<file path="config.mk">
export PLATFORM = sky130hd
export DESIGN_NAME = mult_div_unit
export DESIGN_NICKNAME = d
export VERILOG_FILES = /design/src/rtl/mult_div_unit.sv
export SDC_FILE = /design/constraint.sdc
export NUM_CORES = 1
export LEC_CHECK = 0
export ABC_AREA = 1
export CORE_MARGIN = 5
export CORE_UTILIZATION = 35
export CTS_CLUSTER_DIAMETER = 200
export DETAILED_ROUTE_END_ITERATION = 10
export GPL_TIMING_DRIVEN = 0
export REMOVE_ABC_BUFFERS = 1
export SLEW_MARGIN = 20
export SYNTH_ARGS = -nofsm -noshare
export SYNTH_HDL_FRONTEND = slang
export SYNTH_SLANG_ARGS = --single-unit
</file>
<file path="constraint.sdc">
create_clock -name clk -period 3.6 [get_ports clk]
set_clock_uncertainty 0.15 [all_clocks]
set_input_delay 0.72 -clock clk [delete_from_list [all_inputs] [get_ports clk]]
set_output_delay 0.72 -clock clk [all_outputs]
set_load 0.01 [all_outputs]
</file>
<file path="src/rtl/mult_div_unit.sv">
// Iterative 32-bit multiply/divide unit feeding the Hi/Lo registers: 35-cycle fixed latency, abortable.
// Optional feature macro: MDU_DIV_EN compiles in DIVU/DIV; without it divide requests are ignored.
module mult_div_unit #(
  parameter int WIDTH = 32
) (
  input  logic             clk,
  input  logic             rst_n,
  input  logic             start,
  input  logic [1:0]       op,
  input  logic [WIDTH-1:0] rs_val,
  input  logic [WIDTH-1:0] rt_val,
  input  logic             abort,
  output logic             busy,
  output logic             hi_we,
  output logic             lo_we,
  output logic [WIDTH-1:0] hi_out,
  output logic [WIDTH-1:0] lo_out
);
  localparam int DW = 2 * WIDTH;

  typedef enum logic [2:0] {
    IDLE = 3'd0,
    PREP = 3'd1,
    RUN  = 3'd2,
    FIX  = 3'd3,
    DONE = 3'd4
  } state_e;

  state_e           state_q, state_d;
  logic             signed_q, signed_d;
  logic [WIDTH-1:0] rs_q, rs_d, rt_q, rt_d;
  logic [WIDTH-1:0] mcand_q, mcand_d;
  logic [WIDTH-1:0] hi_q, hi_d, lo_q, lo_d;
  logic [DW-1:0]    acc_q, acc_d;
  logic [4:0]       cnt_q, cnt_d;
  logic             neg_lo_q, neg_lo_d;
  logic             accept_s;
  logic             rs_neg_s, rt_neg_s;
  logic [WIDTH-1:0] rs_mag_s, rt_mag_s;
  logic [WIDTH:0]   mul_sum_s;
  logic [DW-1:0]    mul_step_s, prod_s, step_s;
  logic [WIDTH-1:0] fix_hi_s, fix_lo_s;

  assign rs_neg_s = signed_q & rs_q[WIDTH-1];
  assign rt_neg_s = signed_q & rt_q[WIDTH-1];
  assign rs_mag_s = rs_neg_s ? -rs_q : rs_q;
  assign rt_mag_s = rt_neg_s ? -rt_q : rt_q;

  // Shift-add: acc holds {partial product, remaining multiplier bits}
  assign mul_sum_s  = {1'b0, acc_q[DW-1:WIDTH]} + (acc_q[0] ? {1'b0, mcand_q} : {(WIDTH+1){1'b0}});
  assign mul_step_s = {mul_sum_s, acc_q[WIDTH-1:1]};
  assign prod_s     = neg_lo_q ? -acc_q : acc_q;

`ifdef MDU_DIV_EN
  logic             is_div_q, is_div_d;
  logic             neg_hi_q, neg_hi_d;
  logic [WIDTH:0]   div_shift_s, div_diff_s;
  logic [DW-1:0]    div_step_s;
  logic [WIDTH-1:0] quot_s, rem_s;

  assign accept_s = start;

  // Restoring divide: acc holds {partial remainder, dividend bits shifting into quotient}
  assign div_shift_s = {acc_q[DW-1:WIDTH], acc_q[WIDTH-1]};
  assign div_diff_s  = div_shift_s - {1'b0, mcand_q};
  assign div_step_s  = div_diff_s[WIDTH] ? {div_shift_s[WIDTH-1:0], acc_q[WIDTH-2:0], 1'b0}
                                         : {div_diff_s[WIDTH-1:0], acc_q[WIDTH-2:0], 1'b1};
  assign quot_s = neg_lo_q ? -acc_q[WIDTH-1:0] : acc_q[WIDTH-1:0];
  assign rem_s  = neg_hi_q ? -acc_q[DW-1:WIDTH] : acc_q[DW-1:WIDTH];

  assign step_s   = is_div_q ? div_step_s : mul_step_s;
  assign fix_lo_s = !is_div_q ? prod_s[WIDTH-1:0] :
                    (mcand_q == {WIDTH{1'b0}}) ? {WIDTH{1'b1}} : quot_s;
  assign fix_hi_s = !is_div_q ? prod_s[DW-1:WIDTH] :
                    (mcand_q == {WIDTH{1'b0}}) ? rs_q : rem_s;
`else
  assign accept_s = start & ~op[1];
  assign step_s   = mul_step_s;
  assign fix_lo_s = prod_s[WIDTH-1:0];
  assign fix_hi_s = prod_s[DW-1:WIDTH];
`endif

  // Next-state and datapath update
  always_comb begin
    state_d  = state_q;
    signed_d = signed_q;
    rs_d     = rs_q;
    rt_d     = rt_q;
    mcand_d  = mcand_q;
    acc_d    = acc_q;
    cnt_d    = cnt_q;
    neg_lo_d = neg_lo_q;
    hi_d     = hi_q;
    lo_d     = lo_q;
`ifdef MDU_DIV_EN
    is_div_d = is_div_q;
    neg_hi_d = neg_hi_q;
`endif
    case (state_q)
      IDLE: begin
        if (accept_s) begin
          state_d  = PREP;
          signed_d = op[0];
          rs_d     = rs_val;
          rt_d     = rt_val;
`ifdef MDU_DIV_EN
          is_div_d = op[1];
`endif
        end else begin
          state_d = IDLE;
        end
      end
      PREP: begin
        if (abort) begin
          state_d = IDLE;
        end else begin
          state_d  = RUN;
          acc_d    = {{WIDTH{1'b0}}, rs_mag_s};
          mcand_d  = rt_mag_s;
          neg_lo_d = rs_neg_s ^ rt_neg_s;
          cnt_d    = 5'd0;
`ifdef MDU_DIV_EN
          neg_hi_d = rs_neg_s;
`endif
        end
      end
      RUN: begin
        if (abort) begin
          state_d = IDLE;
        end else begin
          acc_d = step_s;
          cnt_d = cnt_q + 5'd1;
          if (cnt_q == 5'd31) begin
            state_d = FIX;
          end else begin
            state_d = RUN;
          end
        end
      end
      FIX: begin
        if (abort) begin
          state_d = IDLE;
        end else begin
          state_d = DONE;
          hi_d    = fix_hi_s;
          lo_d    = fix_lo_s;
        end
      end
      DONE:    state_d = IDLE;
      default: state_d = IDLE;
    endcase
  end

  // State and datapath registers
  always_ff @(posedge clk or negedge rst_n) begin
    if (!rst_n) begin
      state_q  <= IDLE;
      signed_q <= 1'b0;
      rs_q     <= {WIDTH{1'b0}};
      rt_q     <= {WIDTH{1'b0}};
      mcand_q  <= {WIDTH{1'b0}};
      acc_q    <= {DW{1'b0}};
      cnt_q    <= 5'd0;
      neg_lo_q <= 1'b0;
      hi_q     <= {WIDTH{1'b0}};
      lo_q     <= {WIDTH{1'b0}};
`ifdef MDU_DIV_EN
      is_div_q <= 1'b0;
      neg_hi_q <= 1'b0;
`endif
    end else begin
      state_q  <= state_d;
      signed_q <= signed_d;
      rs_q     <= rs_d;
      rt_q     <= rt_d;
      mcand_q  <= mcand_d;
      acc_q    <= acc_d;
      cnt_q    <= cnt_d;
      neg_lo_q <= neg_lo_d;
      hi_q     <= hi_d;
      lo_q     <= lo_d;
`ifdef MDU_DIV_EN
      is_div_q <= is_div_d;
      neg_hi_q <= neg_hi_d;
`endif
    end
  end

  // A flush arriving during DONE must kill the write in that same cycle
  assign busy   = (state_q != IDLE);
  assign hi_we  = (state_q == DONE) & ~abort;
  assign lo_we  = (state_q == DONE) & ~abort;
  assign hi_out = hi_q;
  assign lo_out = lo_q;

endmodule

</file>
======== Yosys cells after proc, flatten, opt, wreduce, memory -nomap -nowiden ========
Index checks and enable logic that the tools add are counted.
storage, ports and cells
  output and inout port bits .............. 67
  word-level logic and storage cells ...... 52
  input port bits ......................... 70
  register bits after elaboration ......... 234
cells by class
  reductions and logical operators ........ 7
  bitwise gates (word level) .............. 7
  equal/unequal tests ..................... 7
  add/subtract/negate cells ............... 5
  mux-type cells .......................... 16
operator list
  kind                                                 count
  2-to-1 mux 64 bit                                    3
  one-hot mux 64 bit (2 select lines)                  1
  2-to-1 mux 32 bit                                    3
  negator 32 bit                                       2
  negator 64 bit                                       1
  adder 32 x 32 -> 33 bit                              1
  one-hot mux 3 bit (4 select lines)                   1
  2-to-1 mux 5 bit                                     2
  one-hot mux 5 bit (2 select lines)                   1
  equality test 3 x 2 -> 1 bit, second input constant  2
  AND reduction 2 bit                                  3
  adder 5 x 1 -> 5 bit, second input constant          1
  equality test 5 bit, second input constant           1
  bitwise AND 1 bit                                    4
  2-to-1 mux 2 bit                                     2
  inequality test 2 bit, second input constant         2
  equality test 3 x 1 -> 1 bit, second input constant  1
  equality test 3 bit, second input constant           1
  zero test 3 bit                                      1
  2-to-1 mux 3 bit                                     1
  AND reduction 3 bit                                  1
  nonzero test 3 bit                                   1
  2-to-1 mux 1 bit                                     2
  NOT 1 bit                                            2
  2 further kinds                                      2

======== Logic depth before layout (Yosys ltp) ========
Gate-level depths: netlist (run 1).
  depth in word-level cells ............... 4
  mapped depth ............................ 18
  gate-level depth less buffers ........... 16

======== Worst setup path after synthesis (run 1) ========
OpenSTA, ideal clock, no wires.
  path kind ............................... reg2reg
  from .................................... register acc_q[0]
  to ...................................... register acc_q[47]
  setup time .............................. 0.126 ns
  buffers on the path ..................... 2
  arrival time ............................ 2.247 ns
  cell stages (with the launch flop) ...... 18
  slack ................................... 1.077 ns
  period minus slack after synthesis ...... 2.523 ns
  cell sequence ........................... dfrtp_1 buf_2 clkbuf_1 nand2_1 inv_1 ha_1 inv_1 fa_1 inv_1 nand3_1 nand3_1 nand2_1 nand2_1 inv_1 o21ai_0 nand2_1 nand2_1 o21ai_0
on the way
  cells in the longest elaborated chain, start to end .. 4
RTL lines
  what                                 line  source
  start: declaration                   34    logic [DW-1:0] acc_q, acc_d;
  start signal: assignment             162   acc_q <= {DW{1'b0}};
  2-to-1 mux 32 bit                    50    assign mul_sum_s = {1'b0, acc_q[DW-1:WIDTH]} + (acc_q[0] ? {1'b0, mcand_q} : {(WIDTH+1){1'b0}});
  adder 32 x 32 -> 33 bit              50
  2-to-1 mux 64 bit                    128   if (abort) begin
  one-hot mux 64 bit (2 select lines)  99    case (state_q)
No other way between the ends. The select of a mux whose other input is x is not followed.
A chain may end at the register's enable or synchronous reset.

======== Final worst setup path (run 1) ========
  from .................................... register signed_q
  to ...................................... register acc_q[28]
on the way
  cells in the longest elaborated chain, start to end .. 4
RTL lines
  what                                 line  source
  start: declaration                   30    logic signed_q, signed_d;
  start signal: assignment             173   signed_q <= signed_d;
  bitwise AND 1 bit                    44    assign rs_neg_s = signed_q & rs_q[WIDTH-1];
  2-to-1 mux 32 bit                    46    assign rs_mag_s = rs_neg_s ? -rs_q : rs_q;
  2-to-1 mux 64 bit                    114   if (abort) begin
  one-hot mux 64 bit (2 select lines)  99
No other way between the ends. The select of a mux whose other input is x is not followed.

==> results of run 1 <==
cell usage after synthesis (all sizes together), types with 12 or more instances:
| master | instances | share of area [%] |
|---|---|---|
| nand2 | 859 | 21 |
| nor2 | 321 | 7.7 |
| inv | 259 | 6.2 |
| dfrtp | 234 | 37 |
| nand3 | 170 | 5.5 |
| o21ai | 140 | 4.5 |
| a21oi | 118 | 3.8 |
| xor2 | 41 | 2.3 |
| clkbuf | 40 | 0.96 |
| ha | 37 | 3.0 |
| buf | 32 | 1.3 |
| nand4 | 24 | 0.96 |
| mux2 | 21 | 1.7 |
| nor3 | 20 | 0.71 |
| nand3b | 12 | 0.58 |
worst max-delay path: stages, from the launching register on:
cell	delay [ns]
dfrtp_1	0.50
nand2_1	0.46
inv_1	0.56
nand2_1	0.34
nand3_1	0.15
nor2_1	0.42
nand3_1	0.13
nand2_1	0.09
nand3_1	0.10
nand2_1	0.10
nand2_1	0.05
stage by stage:
| step | hold WS, ns | total power (uW) |
|---|---|---|
| after floorplan | 0.274 | 8470 |
| after global placement | 0.315 | 10900 |
| after detailed placement | 0.320 | 11000 |
| after CTS | 0.336 | 13900 |
| after global routing | 0.351 | 15000 |
| final | 0.327 | 13800 |
kinds of logic after synthesis:
logic type	count (synthesis)	synth area share (%)
flops	234	37.4
fa+ha+maj	38	3.09
xor+xnor	50	2.80
buf+inv	332	8.51
simple gates	1418	36.6
compound gates	287	9.76
mux	23	1.81
timing repair:
action	CTS	global route
endpoints found under the setup margin	3	7
hold buffers	1	0
gates resized for setup	1	1
setup buffers	0	0
endpoints found under the hold margin	44	0
gates cloned	0	0
worst paths after layout:
path,from,endpoint,slack (ns),depth (start not counted)
min in group asynchronous,rst_n,rs_q[23]$_DFFE_PN0P_,0.49,2
setup reg to reg,signed_q$_DFFE_PN0P_,acc_q[28]$_DFFE_PN0P_,0.44,10
hold / removal,hi_out[10]$_DFFE_PN0P_,hi_out[10]$_DFFE_PN0P_,0.33,2
hold reg to reg,hi_out[10]$_DFFE_PN0P_,hi_out[10]$_DFFE_PN0P_,0.33,2
setup / recovery,signed_q$_DFFE_PN0P_,acc_q[28]$_DFFE_PN0P_,0.44,10
max in group asynchronous,rst_n,rt_q[28]$_DFFE_PN0P_,1.98,3
state kept, by name, indices dropped and copies added, names as in the netlist:
name      count
state_q       3
signed_q      1
lo_out       32
cnt_q         5
acc_q        64
rs_q         32
hi_out       32
rt_q         32
mcand_q      32
neg_lo_q      1
power by group through the flow:
stage / Combinational, uW / Clock, uW / Sequential [uW]
after floorplan: 3950 / 0 / 4520
after global placement: 6120 / 0 / 4780
after detailed placement: 6230 / 0 / 4770
after CTS: 6270 / 2910 / 4740
after global routing: 7080 / 2990 / 4880
final: 6280 / 2820 / 4740
layout make-up:
| cell class | instances | area [um^2] |
|---|---|---|
| fill | 4637 | 25700 |
| multi-input combinational | 1816 | 8490 |
| sequential | 234 | 5860 |
| timing repair buffer | 146 | 1550 |
| inverter | 260 | 981 |
| clock buffer | 38 | 767 |
| tap | 592 | 741 |
| clock inverter | 8 | 121 |
layer usage:
| layer | share of wire [%] | vias to the layer above | wire length, um |
|---|---|---|---|
| met5 | 0 | - | 0 |
| met4 | 2.6 | 0 | 1330 |
| met1 | 49 | 7172 | 24700 |
| met2 | 43 | 392 | 21400 |
| met3 | 5.6 | 64 | 2840 |
| li1 | - | 7766 | - |
cell usage in the layout (no fill, tap or decap), types with 3 or more instances in the layout:
cell type        netlist  final
a21oi_1              116    116
a22oi_1                4      4
buf_16                 0      4
bufinv_16              0      3
clkbuf_1              40      6
clkbuf_16              0     27
clkbuf_8               0      5
clkdlybuf4s50_1        0    135
clkinv_2               0      3
dfrtp_1              234    232
ha_1                  37     37
inv_1                253    253
inv_2                  6      4
mux2_2                14     14
mux2_4                 7      7
nand2_1              857    854
nand2_2                2      4
nand3_1              169    169
nand3b_1              12     12
nand4_1               24     24
nor2_1               318    318
nor2_2                 3      3
nor3_1                19     19
nor4_1                 5      5
o211ai_1               9      9
o21ai_0              136    136
o21bai_1               5      5
o22ai_1                4      4
xnor2_1                9      9
xor2_1                41     41
==> flow_metrics.py, run 1 <==
metrics = {
    "layout": {
        "final_cell_count_no_fill": 3094,
        "finalNetCount": 2593,
        "finish.instance_area_mm2": 0.0185,
        "fin_util_pct": 41.8,
        "post_route_cells_drive_above_1_share_pct": 3.92,
        "area_delta_synth_final_pct": 18.2,
        "antenna_cells": 0,
    },
    "cts": {
        "path_clk_slew_ns": 0.06,
        "clkSinkCount": 234,
        "htreeDepth": 1,
        "cts_tree": "yes",
        "insertion_delay_ns": 0.57,
        "clock_path_buffers": 3,
        "cts_made_buffers": 27,
        "ctsRootBufferMaster": "clkbuf_16",
    },
    "global_routing": {
        "top_usage_layer": "met2",
        "grt_pass1_wl_um": 80100,
        "grt_usage_pct": 19.8,
        "grt_max_degree": 97,
        "grtUsageMet1_pct": 29.7,
        "grt_overflow_total": 0,
        "antenna_found_initial": 0,
        "grt_use_met2_pct": 30.3,
        "grt_pass1_vias": 14700,
        "use_met3_pct": 2.41,
    },
    "logic_synthesis": {
        "ys_types": 46,
        "synth-edff-count": 0,
        "syn_inst": 2382,
        "ys.flop_type": "dfrtp_1",
        "ys_seq_elements": 234,
        "seq_area_frac_synth_pct": 37.4,
        "syn_area_mm2": 0.0157,
        "synth_async_sr_flop_share_pct": 100,
        "synth_warnings": 0,
        "syn_avg_cell_area_um2": 6.57,
    },
    "place": {
        "dpl_cell_area_mm2": 0.0176,
        "portBuffers": 136,
        "hpwlAfterDp_um": 38800,
        "dp_cells": 3047,
        "dp_slack_ns": -0.415,
        "routabilityCongestion": 0.936,
    },
    "power_and_ir_drop": {
        "netSwitchingFraction_pct": 44.4,
        "power_frac_comb_pct": 45.3,
        "p_leak_uw": 0.00937,
        "internal-power_uw": 7690,
        "clkPwrFrac_pct": 20.4,
        "seq_power_share_pct": 34.3,
        "pwr_density_cell_mw_per_mm2": 748,
        "peakVddDrop_uv": 366,
        "power_switching_uw": 6150,
    },
    "route": {
        "wire_per_inst_um": 16.2,
        "final_antenna_net_count": 0,
        "initialDrtViolationCount": 1203,
        "vias": 15400,
        "drc_errors": 0,
        "wl_um": 50300,
        "vias_per_cell": 4.98,
        "dr.pass1.iters": 6,
    },
    "timing": {
        "worst_pin_slew_ns": 1.03,
        "grt_setup_unrepaired": "no",
        "max_freq_mhz": 316,
        "finalCritPeriodShare_pct": 87.8,
        "period_needed_ns": 3.16,
        "tns_ns": 0,
        "slew_violations": 0,
        "hold_violations": 0,
        "setup_viol": 0,
        "relSlewSlack_pct": 31.1,
        "worst_slack_ns": 0.438,
    },
    "floorplan": {
        "io_pins": 137,
        "die_height_um": 221,
        "num_rows": 77,
        "die_w_um": 221,
        "die_area_mm2": 0.0490,
        "initial_core_util_pct": 35.4,
        "core_mm2": 0.0442,
    },
    "critical_path": {
        "crit_arrival_ns": 3.47,
        "worstSetupPathType": "register to register",
        "cp-end-kind": "register",
        "start_kind": "register",
        "worstPathMaxFanout": 31,
        "required_ns": 3.90,
    },
    "run_status": {
        "status": "complete, no violations",
    },
    "run": {
        "max_cap_violations": 0,
    },
    "worst_hold_path": {
        "hold_class": "register to register",
    },
}
(Power assumes the default switching activity.)
==> run 2: changes to the inputs <==
CORE_ASPECT_RATIO = 1.25   (was unset)
TNS_END_PERCENT = 30   (was unset)
==> flow_metrics.py, run 2 (same netlist as run 1, synthesis figures left out) <==
metrics = {
    "run_status": {
        "status": "complete, no violations",
    },
    "route": {
        "wire_per_inst_um": 16.2,
        "drc_errors": 0,
        "final_antenna_net_count": 0,
        "wl_um": 49800,
        "initialDrtViolationCount": 940,
        "vias": 15300,
        "dr.pass1.iters": 5,
        "vias_per_cell": 4.98,
    },
    "run": {
        "max_cap_violations": 0,
    },
    "layout": {
        "regArea_mm2": 0.00586,
        "top_register": "acc_q",
        "antenna_cells": 0,
        "finish.instance_area_mm2": 0.0185,
        "final_cell_mix": "nand2_1 (855), nor2_1 (318), inv_1 (253)",
        "fillers": 4650,
        "area_delta_synth_final_pct": 18.5,
        "final_common_cell": "nand2_1",
        "multi_input_area_mm2": 0.00849,
        "post_route_cells_drive_above_1_share_pct": 4.03,
        "finalNetCount": 2593,
        "largest_reg_flops": 64,
    },
    "power_and_ir_drop": {
        "p_leak_uw": 0.00941,
        "peakVddDrop_uv": 486,
        "pwr_density_cell_mw_per_mm2": 751,
    },
    "global_routing": {
        "grt_max_degree": 88,
        "grt_pass1_wl_um": 79300,
        "antenna_found_initial": 0,
        "grt_pass1_vias": 14900,
        "grt_usage_pct": 19.9,
        "grt_overflow_total": 0,
    },
    "cts": {
        "htreeDepth": 1,
        "clkSinkCount": 234,
        "post-cts-setup-buffer-count": 0,
        "clock_path_buffers": 3,
        "cts_made_buffers": 27,
        "cts_tree": "yes",
        "ctsRootBufferMaster": "clkbuf_16",
        "insertion_delay_ns": 0.58,
        "path_clk_slew_ns": 0.06,
    },
    "critical_path": {
        "required_ns": 3.94,
        "timing.rr.end": "acc_q[15]$_DFFE_PN0P_",
        "worstPathMaxFanout": 72,
        "crit_arrival_ns": 3.60,
        "ff2ff_path_depth": 7,
        "r2r_start": "state_q[2]$_DFF_PN0_",
        "worstSetupPathType": "register to register",
        "start_kind": "register",
        "rrSetupSlack_ns": 0.34,
        "cp-end-kind": "register",
    },
    "place": {
        "hpwlAfterDp_um": 38500,
        "dp_slack_ns": -0.453,
        "portBuffers": 136,
        "routabilityCongestion": 0.903,
        "dpl_cell_area_mm2": 0.0176,
    },
    "timing": {
        "period_needed_ns": 3.26,
        "worst_hold_slack_ns": 0.328,
        "slew_violations": 0,
        "worst_pin_slew_ns": 1.10,
        "finalCritPeriodShare_pct": 90.4,
        "hold_violations": 0,
        "grt_setup_unrepaired": "no",
        "setup_viol": 0,
        "max_freq_mhz": 307,
        "relSlewSlack_pct": 26.8,
        "worst_slack_ns": 0.345,
    },
    "floorplan": {
        "die_area_mm2": 0.0491,
        "die_height_um": 246,
        "core_mm2": 0.0442,
        "initial_core_util_pct": 35.4,
        "num_rows": 86,
        "io_pins": 137,
        "die_w_um": 199,
    },
    "worst_hold_path": {
        "whs_path_depth": 2,
        "hold_end": "hi_out[3]$_DFFE_PN0P_",
        "worstHoldStart": "hi_out[3]$_DFFE_PN0P_",
        "hold_class": "register to register",
    },
}
run 2: per-layer routing:
layer	share of wire, %	up-vias	global-route usage [%]
li1	-	7765	-
met1	44	7087	26.0
met2	49	381	34.8
met3	4.0	86	1.86
met4	3.0	0	6.10
met5	0	-	0
run 2: area by class of cell:
type | instances | area share (%)
Clock buffer | 35 | 4.02
Clock inverter | 13 | 1.16
Inverter | 260 | 5.29
Multi-Input combinational cell | 1816 | 45.7
Sequential cell | 234 | 31.6
Tap cell | 572 | 3.86
Timing Repair Buffer | 146 | 8.34
run 2: repair_timing:
action,CTS,global route
hold endpoints to repair,69,0
hold buffers,1,0
endpoints found under the setup margin,0,51
gates resized for setup,0,1
run 2: how the worst max path moves through the flow:
stage                    startpoint                    end  slack, ns  cells past startpoint
2_1_floorplan                 abort  hi_out[0]$_DFFE_PN0P_      -0.51                      5
3_3_place_gp                  rst_n   rt_q[28]$_DFFE_PN0P_      -8.76                      1
3_5_place_dp                  abort  acc_q[15]$_DFFE_PN0P_      -0.45                      8
4_1_cts        state_q[2]$_DFF_PN0_   acc_q[1]$_DFFE_PN0P_       0.06                      7
5_1_grt        state_q[2]$_DFF_PN0_  acc_q[15]$_DFFE_PN0P_       0.06                      7
6_report       state_q[2]$_DFF_PN0_  acc_q[15]$_DFFE_PN0P_       0.34                      7
run 2: stage by stage:
| step | instances | TNS [ns] | power (uW) | util [%] |
|---|---|---|---|---|
| 2_1_floorplan | 2310 | -26.35 | 8470 | - |
| 3_3_place_gp | 3018 | -2466.35 | 10800 | 39.3 |
| 3_5_place_dp | 3027 | -17.25 | 10900 | 39.7 |
| 4_1_cts | 3076 | 0 | 14000 | 41.9 |
| 5_1_grt | 3076 | 0 | 15000 | 41.9 |
| 6_report | 3076 | 0 | 13900 | 41.9 |
run 2: critical path, cell delays in order, from the launching register on:
cell and delay, ns:
dfrtp_1 0.47, nor3_4 0.60, nand2_1 0.61, nand2_4 0.52, inv_4 0.36, a21oi_1 0.23, o21ai_0 0.10, o21ai_0 0.08
run 2: where the power goes:
group | total (uW) | internal, uW | switching [uW]
logic | 6220 | 2420 | 3810
clock network | 3020 | 1830 | 1190
registers | 4680 | 3590 | 1090
total | 13900 | 7830 | 6090
